## src/rtl/traffic_light_ctrl_pkg.sv

```systemverilog
// Shared types, constants and helpers for the two-road traffic light controller.
package traffic_light_ctrl_pkg;

    localparam int unsigned REM_W   = 7;
    localparam int unsigned SEG_W   = 7;
    localparam int unsigned DIGIT_W = 4;

    localparam logic [SEG_W-1:0] SEG_BLANK = 7'h7F;

    typedef enum logic [2:0] {
        ST_G1    = 3'd0,
        ST_Y1    = 3'd1,
        ST_AR1   = 3'd2,
        ST_G2    = 3'd3,
        ST_Y2    = 3'd4,
        ST_AR2   = 3'd5,
        ST_NIGHT = 3'd6
    } state_e;

    typedef struct packed {
        logic xanh;
        logic vang;
        logic red;
    } lamp_t;

    localparam lamp_t LAMP_OFF    = 3'b000;
    localparam lamp_t LAMP_GREEN  = 3'b100;
    localparam lamp_t LAMP_YELLOW = 3'b010;
    localparam lamp_t LAMP_RED    = 3'b001;

    // Active-low segments, bit order {g,f,e,d,c,b,a}.
    function automatic logic [SEG_W-1:0] digit_to_seg(input logic [DIGIT_W-1:0] digit);
        case (digit)
            4'd0:    return 7'h40;
            4'd1:    return 7'h79;
            4'd2:    return 7'h24;
            4'd3:    return 7'h30;
            4'd4:    return 7'h19;
            4'd5:    return 7'h12;
            4'd6:    return 7'h02;
            4'd7:    return 7'h78;
            4'd8:    return 7'h00;
            4'd9:    return 7'h10;
            default: return SEG_BLANK;
        endcase
    endfunction

    // Nominal successor in the day cycle; NIGHT resumes through AR2.
    function automatic state_e cycle_succ(input state_e st);
        case (st)
            ST_G1:    return ST_Y1;
            ST_Y1:    return ST_AR1;
            ST_AR1:   return ST_G2;
            ST_G2:    return ST_Y2;
            ST_Y2:    return ST_AR2;
            ST_AR2:   return ST_G1;
            ST_NIGHT: return ST_AR2;
            default:  return ST_G1;
        endcase
    endfunction

endpackage

```

## src/rtl/traffic_light_ctrl_if.sv

```systemverilog
// Night request in, lamps / countdown displays / second tick out.
interface traffic_light_ctrl_if;
    import traffic_light_ctrl_pkg::*;

    logic             night_mode;
    logic             xanh_1, vang_1, do_1;
    logic             xanh_2, vang_2, do_2;
    logic [SEG_W-1:0] seg1_hi, seg1_lo;
    logic [SEG_W-1:0] seg2_hi, seg2_lo;
    logic             sec_tick;

    modport master (
        output night_mode,
        input  xanh_1, vang_1, do_1, xanh_2, vang_2, do_2,
        input  seg1_hi, seg1_lo, seg2_hi, seg2_lo, sec_tick
    );

    modport slave (
        input  night_mode,
        output xanh_1, vang_1, do_1, xanh_2, vang_2, do_2,
        output seg1_hi, seg1_lo, seg2_hi, seg2_lo, sec_tick
    );
endinterface

```

## src/rtl/seven_segment_display.sv

```systemverilog
// BCD digit to active-low seven-segment pattern with blanking.
module seven_segment_display
    import traffic_light_ctrl_pkg::*;
(
    input  logic [DIGIT_W-1:0] i_digit,
    input  logic               i_blank,
    output logic [SEG_W-1:0]   o_seg_c
);
    // Blank overrides the digit.
    always_comb begin
        o_seg_c = i_blank ? SEG_BLANK : digit_to_seg(i_digit);
    end
endmodule

```

## src/rtl/tick_gen.sv

```systemverilog
// One-second enable: counts 0..CLK_HZ-1, flags the terminal count.
module tick_gen #(
    parameter int unsigned CLK_HZ = 125000000
) (
    input  logic clk,
    input  logic rst,
    input  logic i_clr,
    output logic o_tick_c
);
    localparam int unsigned CNT_W = (CLK_HZ > 1) ? $clog2(CLK_HZ) : 1;
    localparam logic [CNT_W-1:0] CNT_MAX = CNT_W'(CLK_HZ - 1);

    logic [CNT_W-1:0] r_cnt;

    // Free-running prescaler; clear restarts a full-length second.
    always_ff @(posedge clk or posedge rst) begin
        if (rst) begin
            r_cnt <= '0;
        end else if (i_clr || (r_cnt == CNT_MAX)) begin
            r_cnt <= '0;
        end else begin
            r_cnt <= r_cnt + CNT_W'(1);
        end
    end

    assign o_tick_c = (r_cnt == CNT_MAX);
endmodule

```

## src/rtl/traffic_light_ctrl.sv

```systemverilog
// Two-road traffic light with per-road countdown displays and night flashing mode.
module traffic_light_ctrl
    import traffic_light_ctrl_pkg::*;
#(
    parameter int unsigned CLK_HZ   = 125000000,
    parameter int unsigned GREEN_S  = 7,
    parameter int unsigned YELLOW_S = 3,
    parameter int unsigned ALLRED_S = 1
) (
    input  logic                  clk,
    input  logic                  reset,
    traffic_light_ctrl_if.slave   bus
);
    localparam logic [REM_W-1:0] DUR_G   = REM_W'(GREEN_S);
    localparam logic [REM_W-1:0] DUR_Y   = REM_W'(YELLOW_S);
    localparam logic [REM_W-1:0] DUR_A   = REM_W'(ALLRED_S);
    localparam logic [REM_W-1:0] SUM_YA  = REM_W'(YELLOW_S + ALLRED_S);
    localparam logic [REM_W-1:0] SUM_GYA = REM_W'(GREEN_S + YELLOW_S + ALLRED_S);

    state_e             r_state, w_next_state, w_succ;
    logic [REM_W-1:0]   r_rem, w_next_rem;
    logic               r_flash, w_next_flash;
    logic               w_tick, w_clr;
    lamp_t              w_lamp1, w_lamp2;
    logic [REM_W-1:0]   w_disp1, w_disp2;
    logic               w_blank;
    logic [DIGIT_W-1:0] w_d1_hi, w_d1_lo, w_d2_hi, w_d2_lo;

    function automatic logic [REM_W-1:0] phase_dur(input state_e st);
        case (st)
            ST_G1, ST_G2:   return DUR_G;
            ST_Y1, ST_Y2:   return DUR_Y;
            ST_AR1, ST_AR2: return DUR_A;
            default:        return '0;
        endcase
    endfunction

    tick_gen #(.CLK_HZ(CLK_HZ)) u_tick_gen (
        .clk      (clk),
        .rst      (reset),
        .i_clr    (w_clr),
        .o_tick_c (w_tick)
    );

    // State, remaining seconds and night flash bit.
    always_ff @(posedge clk or posedge reset) begin
        if (reset) begin
            r_state <= ST_G1;
            r_rem   <= DUR_G;
            r_flash <= 1'b0;
        end else begin
            r_state <= w_next_state;
            r_rem   <= w_next_rem;
            r_flash <= w_next_flash;
        end
    end

    // Next state: night request wins over everything, zero-length phases are skipped.
    always_comb begin
        w_next_state = r_state;
        w_next_rem   = r_rem;
        w_next_flash = r_flash;
        w_succ       = cycle_succ(r_state);
        if (phase_dur(w_succ) == '0) begin
            w_succ = cycle_succ(w_succ);
        end
        if (bus.night_mode) begin
            w_next_state = ST_NIGHT;
            w_next_flash = (r_state != ST_NIGHT) ? 1'b1 : (r_flash ^ w_tick);
        end else if (r_state == ST_NIGHT) begin
            w_next_state = w_succ;
            w_next_rem   = phase_dur(w_succ);
            w_next_flash = 1'b0;
        end else if (w_tick) begin
            if (r_rem <= REM_W'(1)) begin
                w_next_state = w_succ;
                w_next_rem   = phase_dur(w_succ);
            end else begin
                w_next_rem = r_rem - REM_W'(1);
            end
        end
    end

    // Lamps and countdown values; a red road adds the phases until its green.
    always_comb begin
        w_lamp1 = LAMP_OFF;
        w_lamp2 = LAMP_OFF;
        w_disp1 = '0;
        w_disp2 = '0;
        w_blank = 1'b0;
        w_clr   = 1'b0;
        case (r_state)
            ST_G1: begin
                w_lamp1 = LAMP_GREEN;  w_lamp2 = LAMP_RED;
                w_disp1 = r_rem;       w_disp2 = r_rem + SUM_YA;
            end
            ST_Y1: begin
                w_lamp1 = LAMP_YELLOW; w_lamp2 = LAMP_RED;
                w_disp1 = r_rem;       w_disp2 = r_rem + DUR_A;
            end
            ST_AR1: begin
                w_lamp1 = LAMP_RED;    w_lamp2 = LAMP_RED;
                w_disp1 = r_rem + SUM_GYA; w_disp2 = r_rem;
            end
            ST_G2: begin
                w_lamp1 = LAMP_RED;    w_lamp2 = LAMP_GREEN;
                w_disp1 = r_rem + SUM_YA;  w_disp2 = r_rem;
            end
            ST_Y2: begin
                w_lamp1 = LAMP_RED;    w_lamp2 = LAMP_YELLOW;
                w_disp1 = r_rem + DUR_A;   w_disp2 = r_rem;
            end
            ST_AR2: begin
                w_lamp1 = LAMP_RED;    w_lamp2 = LAMP_RED;
                w_disp1 = r_rem;       w_disp2 = r_rem + SUM_GYA;
            end
            ST_NIGHT: begin
                w_lamp1 = r_flash ? LAMP_YELLOW : LAMP_OFF;
                w_lamp2 = r_flash ? LAMP_YELLOW : LAMP_OFF;
                w_blank = 1'b1;
                w_clr   = !bus.night_mode;
            end
            default: begin
                w_blank = 1'b1;
            end
        endcase
    end

    assign w_d1_hi = DIGIT_W'(w_disp1 / REM_W'(10));
    assign w_d1_lo = DIGIT_W'(w_disp1 % REM_W'(10));
    assign w_d2_hi = DIGIT_W'(w_disp2 / REM_W'(10));
    assign w_d2_lo = DIGIT_W'(w_disp2 % REM_W'(10));

    seven_segment_display u_seg1_hi (
        .i_digit (w_d1_hi), .i_blank (w_blank || (w_d1_hi == '0)), .o_seg_c (bus.seg1_hi)
    );
    seven_segment_display u_seg1_lo (
        .i_digit (w_d1_lo), .i_blank (w_blank), .o_seg_c (bus.seg1_lo)
    );
    seven_segment_display u_seg2_hi (
        .i_digit (w_d2_hi), .i_blank (w_blank || (w_d2_hi == '0)), .o_seg_c (bus.seg2_hi)
    );
    seven_segment_display u_seg2_lo (
        .i_digit (w_d2_lo), .i_blank (w_blank), .o_seg_c (bus.seg2_lo)
    );

    assign bus.xanh_1   = w_lamp1.xanh;
    assign bus.vang_1   = w_lamp1.vang;
    assign bus.do_1     = w_lamp1.red;
    assign bus.xanh_2   = w_lamp2.xanh;
    assign bus.vang_2   = w_lamp2.vang;
    assign bus.do_2     = w_lamp2.red;
    assign bus.sec_tick = w_tick;
endmodule

```

## src/flat_wrapper.sv

```systemverilog
// flat-port wrapper written by rule: the top's interface ports become plain ports
module traffic_light_ctrl_flat import traffic_light_ctrl_pkg::*;
#(
    parameter int unsigned CLK_HZ   = 125000000,
    parameter int unsigned GREEN_S  = 7,
    parameter int unsigned YELLOW_S = 3,
    parameter int unsigned ALLRED_S = 1
)
  (clk, reset, bus_night_mode, bus_xanh_1, bus_vang_1, bus_do_1, bus_xanh_2, bus_vang_2, bus_do_2, bus_seg1_hi, bus_seg1_lo, bus_seg2_hi, bus_seg2_lo, bus_sec_tick);
  traffic_light_ctrl_if bus_i ();
  input  logic clk;
  input  logic reset;
  input wire logic [$bits(bus_i.night_mode)-1:0] bus_night_mode;
  output wire logic [$bits(bus_i.xanh_1)-1:0] bus_xanh_1;
  output wire logic [$bits(bus_i.vang_1)-1:0] bus_vang_1;
  output wire logic [$bits(bus_i.do_1)-1:0] bus_do_1;
  output wire logic [$bits(bus_i.xanh_2)-1:0] bus_xanh_2;
  output wire logic [$bits(bus_i.vang_2)-1:0] bus_vang_2;
  output wire logic [$bits(bus_i.do_2)-1:0] bus_do_2;
  output wire logic [$bits(bus_i.seg1_hi)-1:0] bus_seg1_hi;
  output wire logic [$bits(bus_i.seg1_lo)-1:0] bus_seg1_lo;
  output wire logic [$bits(bus_i.seg2_hi)-1:0] bus_seg2_hi;
  output wire logic [$bits(bus_i.seg2_lo)-1:0] bus_seg2_lo;
  output wire logic [$bits(bus_i.sec_tick)-1:0] bus_sec_tick;
  assign bus_i.night_mode = bus_night_mode;
  assign bus_xanh_1 = bus_i.xanh_1;
  assign bus_vang_1 = bus_i.vang_1;
  assign bus_do_1 = bus_i.do_1;
  assign bus_xanh_2 = bus_i.xanh_2;
  assign bus_vang_2 = bus_i.vang_2;
  assign bus_do_2 = bus_i.do_2;
  assign bus_seg1_hi = bus_i.seg1_hi;
  assign bus_seg1_lo = bus_i.seg1_lo;
  assign bus_seg2_hi = bus_i.seg2_hi;
  assign bus_seg2_lo = bus_i.seg2_lo;
  assign bus_sec_tick = bus_i.sec_tick;
  traffic_light_ctrl #(.CLK_HZ(CLK_HZ), .GREEN_S(GREEN_S), .YELLOW_S(YELLOW_S), .ALLRED_S(ALLRED_S)) u_core (.clk(clk), .reset(reset), .bus(bus_i));
endmodule
```

## config.mk

```make
export PLATFORM = sky130hd
export DESIGN_NAME = traffic_light_ctrl_flat
export DESIGN_NICKNAME = d
export VERILOG_FILES = /design/src/rtl/traffic_light_ctrl_pkg.sv /design/src/rtl/traffic_light_ctrl_if.sv /design/src/rtl/seven_segment_display.sv /design/src/rtl/tick_gen.sv /design/src/rtl/traffic_light_ctrl.sv /design/src/flat_wrapper.sv
export SDC_FILE = /design/constraint.sdc
export NUM_CORES = 1
export LEC_CHECK = 0
export ABC_AREA = 1
export CORE_ASPECT_RATIO = 1.5
export CORE_MARGIN = 5
export CORE_UTILIZATION = 45
export DETAILED_ROUTE_END_ITERATION = 12
export REMOVE_ABC_BUFFERS = 1
export SLEW_MARGIN = 10
export SYNTH_ARGS = -nofsm -noshare
export SYNTH_HDL_FRONTEND = slang
export SYNTH_SLANG_ARGS = --single-unit
```

## constraint.sdc

```tcl
create_clock -name clk -period 14.7 [get_ports clk]
set_input_delay 4.41 -clock clk [delete_from_list [all_inputs] [get_ports clk]]
set_output_delay 4.41 -clock clk [all_outputs]
set_load 0.01 [all_outputs]
```

==> results.cfg <==
[die]
fp.coreArea_um2 = 10100
rows = 45
num_io_pins = 38
fp.dieW_um = 92.6
die_height_um = 134
start_util_pct = 45.7
dieArea_um2 = 12400

[setup_path]
crit_fanout = 15
critPathSlowestCell = dfrtp_1
cp_common_cell = nand2_1
cp-start-kind = register
critical_path_class = register to output pin
timing.critical_path.to_type = output pin
critical_path_arrival_ns = 5.51
crit_required_ns = 10.29
slowest_delay_ns = 0.66

[route]
drt-total-wl_mm = 11.5
dr.pass1.iters = 4
wl_per_cell_um = 13.2
drt_iter0_markers = 234
vias = 4562
viasPerCell = 5.27
drc = 0
ant_nets = 0

[synthesis]
synth.avg_cell_area_um2 = 6.45
synth_area_um2 = 4610
synth_area_leaders = dfrtp_1 19%, nand2_1 16%, ha_1 8.7%
yosysSeqAreaShare_pct = 20.7
yosys_register_bits = 38
synth_top_area_cell = dfrtp_1
synth_common_cells = 191 x nand2_1, 80 x inv_1, 73 x nand3_1
ys_types = 49
ys_warn_count = 0
synth.most_common_cell = nand2_1
ys.flop_type = dfrtp_1
synth_cells = 714
synth_edf_count = 0
async_flop_share_pct = 100
yosysTopAreaCellShare_pct = 19.0

[placed_design]
dpl.hpwl_mm = 9.32
port-buffer-count = 37
place_ws_ns = 5.02
place_congestion = 0.903

[finish]
drive_above_1_share_pct = 14.2
antenna_cells = 0
nets = 783
area_delta_synth_final_pct = 13.7
postLayoutCoreUtil_pct = 52.0

[sta]
fmax_mhz = 101
worstMarginPinSlew_ns = 0.618
slew_violations = 0
setup_violations = 0
layout_setup_ws_ns = 4.78
rsz0062_at_grt = no
relSlewSlack_pct = 58.8
hold_viol = 0
period_needed_ns = 9.92
setup_tns_ns = 0
fin_crit_sh_pct = 67.5
skew_ns = 0.00720

[clock_network]
tritoncts = built
cts_buffer_depth = 2
h-tree-depth = 2
cts_buffers = 5
cts.sinks = 38
clk_pin_slew_ns = 0.06
post_cts_buffers = 0
clk-insertion-delay-late_ns = 0.28
ctsResizeCount = 0
clock-root-buffer = clkbuf_16
hold_buffers = 0

[grt]
first_global_vias = 4337
grt_max_degree = 39
antenna_found_initial = 0
grt_overflow = 0
track_usage_pct = 19.1
grt_pass1_wl_mm = 19.8

[hold_path]
hp-class = register to register

[outcome]
outcome = complete, no violations

[job]
maxCapViolations = 0
==> worst paths after layout <==
| kind | from | end | slack (ns) | cells after the start |
|---|---|---|---|---|
| max in group asynchronous | reset | u_core.r_rem[0] | 9.80 | 3 |
| worst max-delay path | u_core.r_state[2] | bus_seg1_hi[2] | 4.78 | 27 |
| worst max register to register | u_core.u_tick_gen.r_cnt[0] | u_core.u_tick_gen.r_cnt[26] | 11.51 | 25 |
| worst min register to register | u_core.u_tick_gen.r_cnt[0] | u_core.u_tick_gen.r_cnt[0] | 0.46 | 1 |
| min in group asynchronous | reset | u_core.u_tick_gen.r_cnt[3] | 4.54 | 3 |
| worst min-delay path | u_core.u_tick_gen.r_cnt[0] | u_core.u_tick_gen.r_cnt[0] | 0.46 | 1 |
==> sequential cells by signal, summed over array words and instances, names as in the netlist <==
register                 count
u_core.r_flash               1
u_core.u_tick_gen.r_cnt     27
u_core.r_state               3
u_core.r_rem                 7
==> layout make-up <==
type | instances | area [um2]
Clock buffer | 8 | 166
Fill cell | 1052 | 4840
Inverter | 106 | 398
Multi-Input combinational cell | 558 | 3190
Sequential cell | 38 | 955
Tap cell | 117 | 146
Timing Repair Buffer | 39 | 385
==> layer usage <==
layer	share of wire [%]	global-route usage (%)	wire length, um	vias to the layer above
met5	0	0	0	-
met4	3.0	7.60	343	0
met3	2.6	1.85	293	22
met2	53	36.1	6110	77
met1	41	21.7	4720	2073
li1	-	-	-	2390
==> through the flow <==
step	instance area (um2)	hold slack (ns)	std cells
floorplan	4540	0.433	702
global placement	5070	0.448	858
detailed placement	5070	0.453	858
CTS	5240	0.460	866
global route	5240	0.492	866
finish	5240	0.456	866
==> cells by family (layout without fill, tap and decap cells) <==
kind of cell,Yosys count,after routing,synth area share [%]
buffers and inverters,118,153,10.1
adder cells (fa/ha/maj),32,32,8.69
AND/OR/NAND/NOR,452,452,49.9
AO/OA/AOI/OAI,67,67,8.80
flip-flops,38,38,20.7
XOR/XNOR,7,7,1.79
==> cells in the final DEF (no fill, tap or decap), types with 5 or more instances in the layout <==
cell	synthesis	layout
a21oi_1	22	22
clkbuf_16	0	5
clkdlybuf4s50_1	0	37
dfrtp_1	35	35
ha_1	32	32
inv_1	80	80
inv_2	25	25
nand2_1	191	191
nand2_2	20	20
nand2_4	10	10
nand3_1	73	73
nand3_2	12	12
nand3b_1	5	5
nand4_1	22	22
nor2_1	68	68
nor2_2	5	5
nor2_4	5	5
nor3_1	10	10
nor3b_1	14	14
nor4_1	7	7
o21ai_0	23	23
o21ai_1	5	5
xor2_1	5	5
==> critical path, delay by kind of cell (launching register included) <==
kind / cells / cell delay [ns]
adder cells (fa/ha/maj): 3 / 1.06
AO/OA/AOI/OAI: 1 / 0.36
flip-flops: 1 / 0.66
AND/OR/NAND/NOR: 17 / 1.89
buffers and inverters: 6 / 1.26
Power is left out: the tool's default activity adds up to more than one toggle a clock period on the data nets, which glitch-free logic cannot reach.
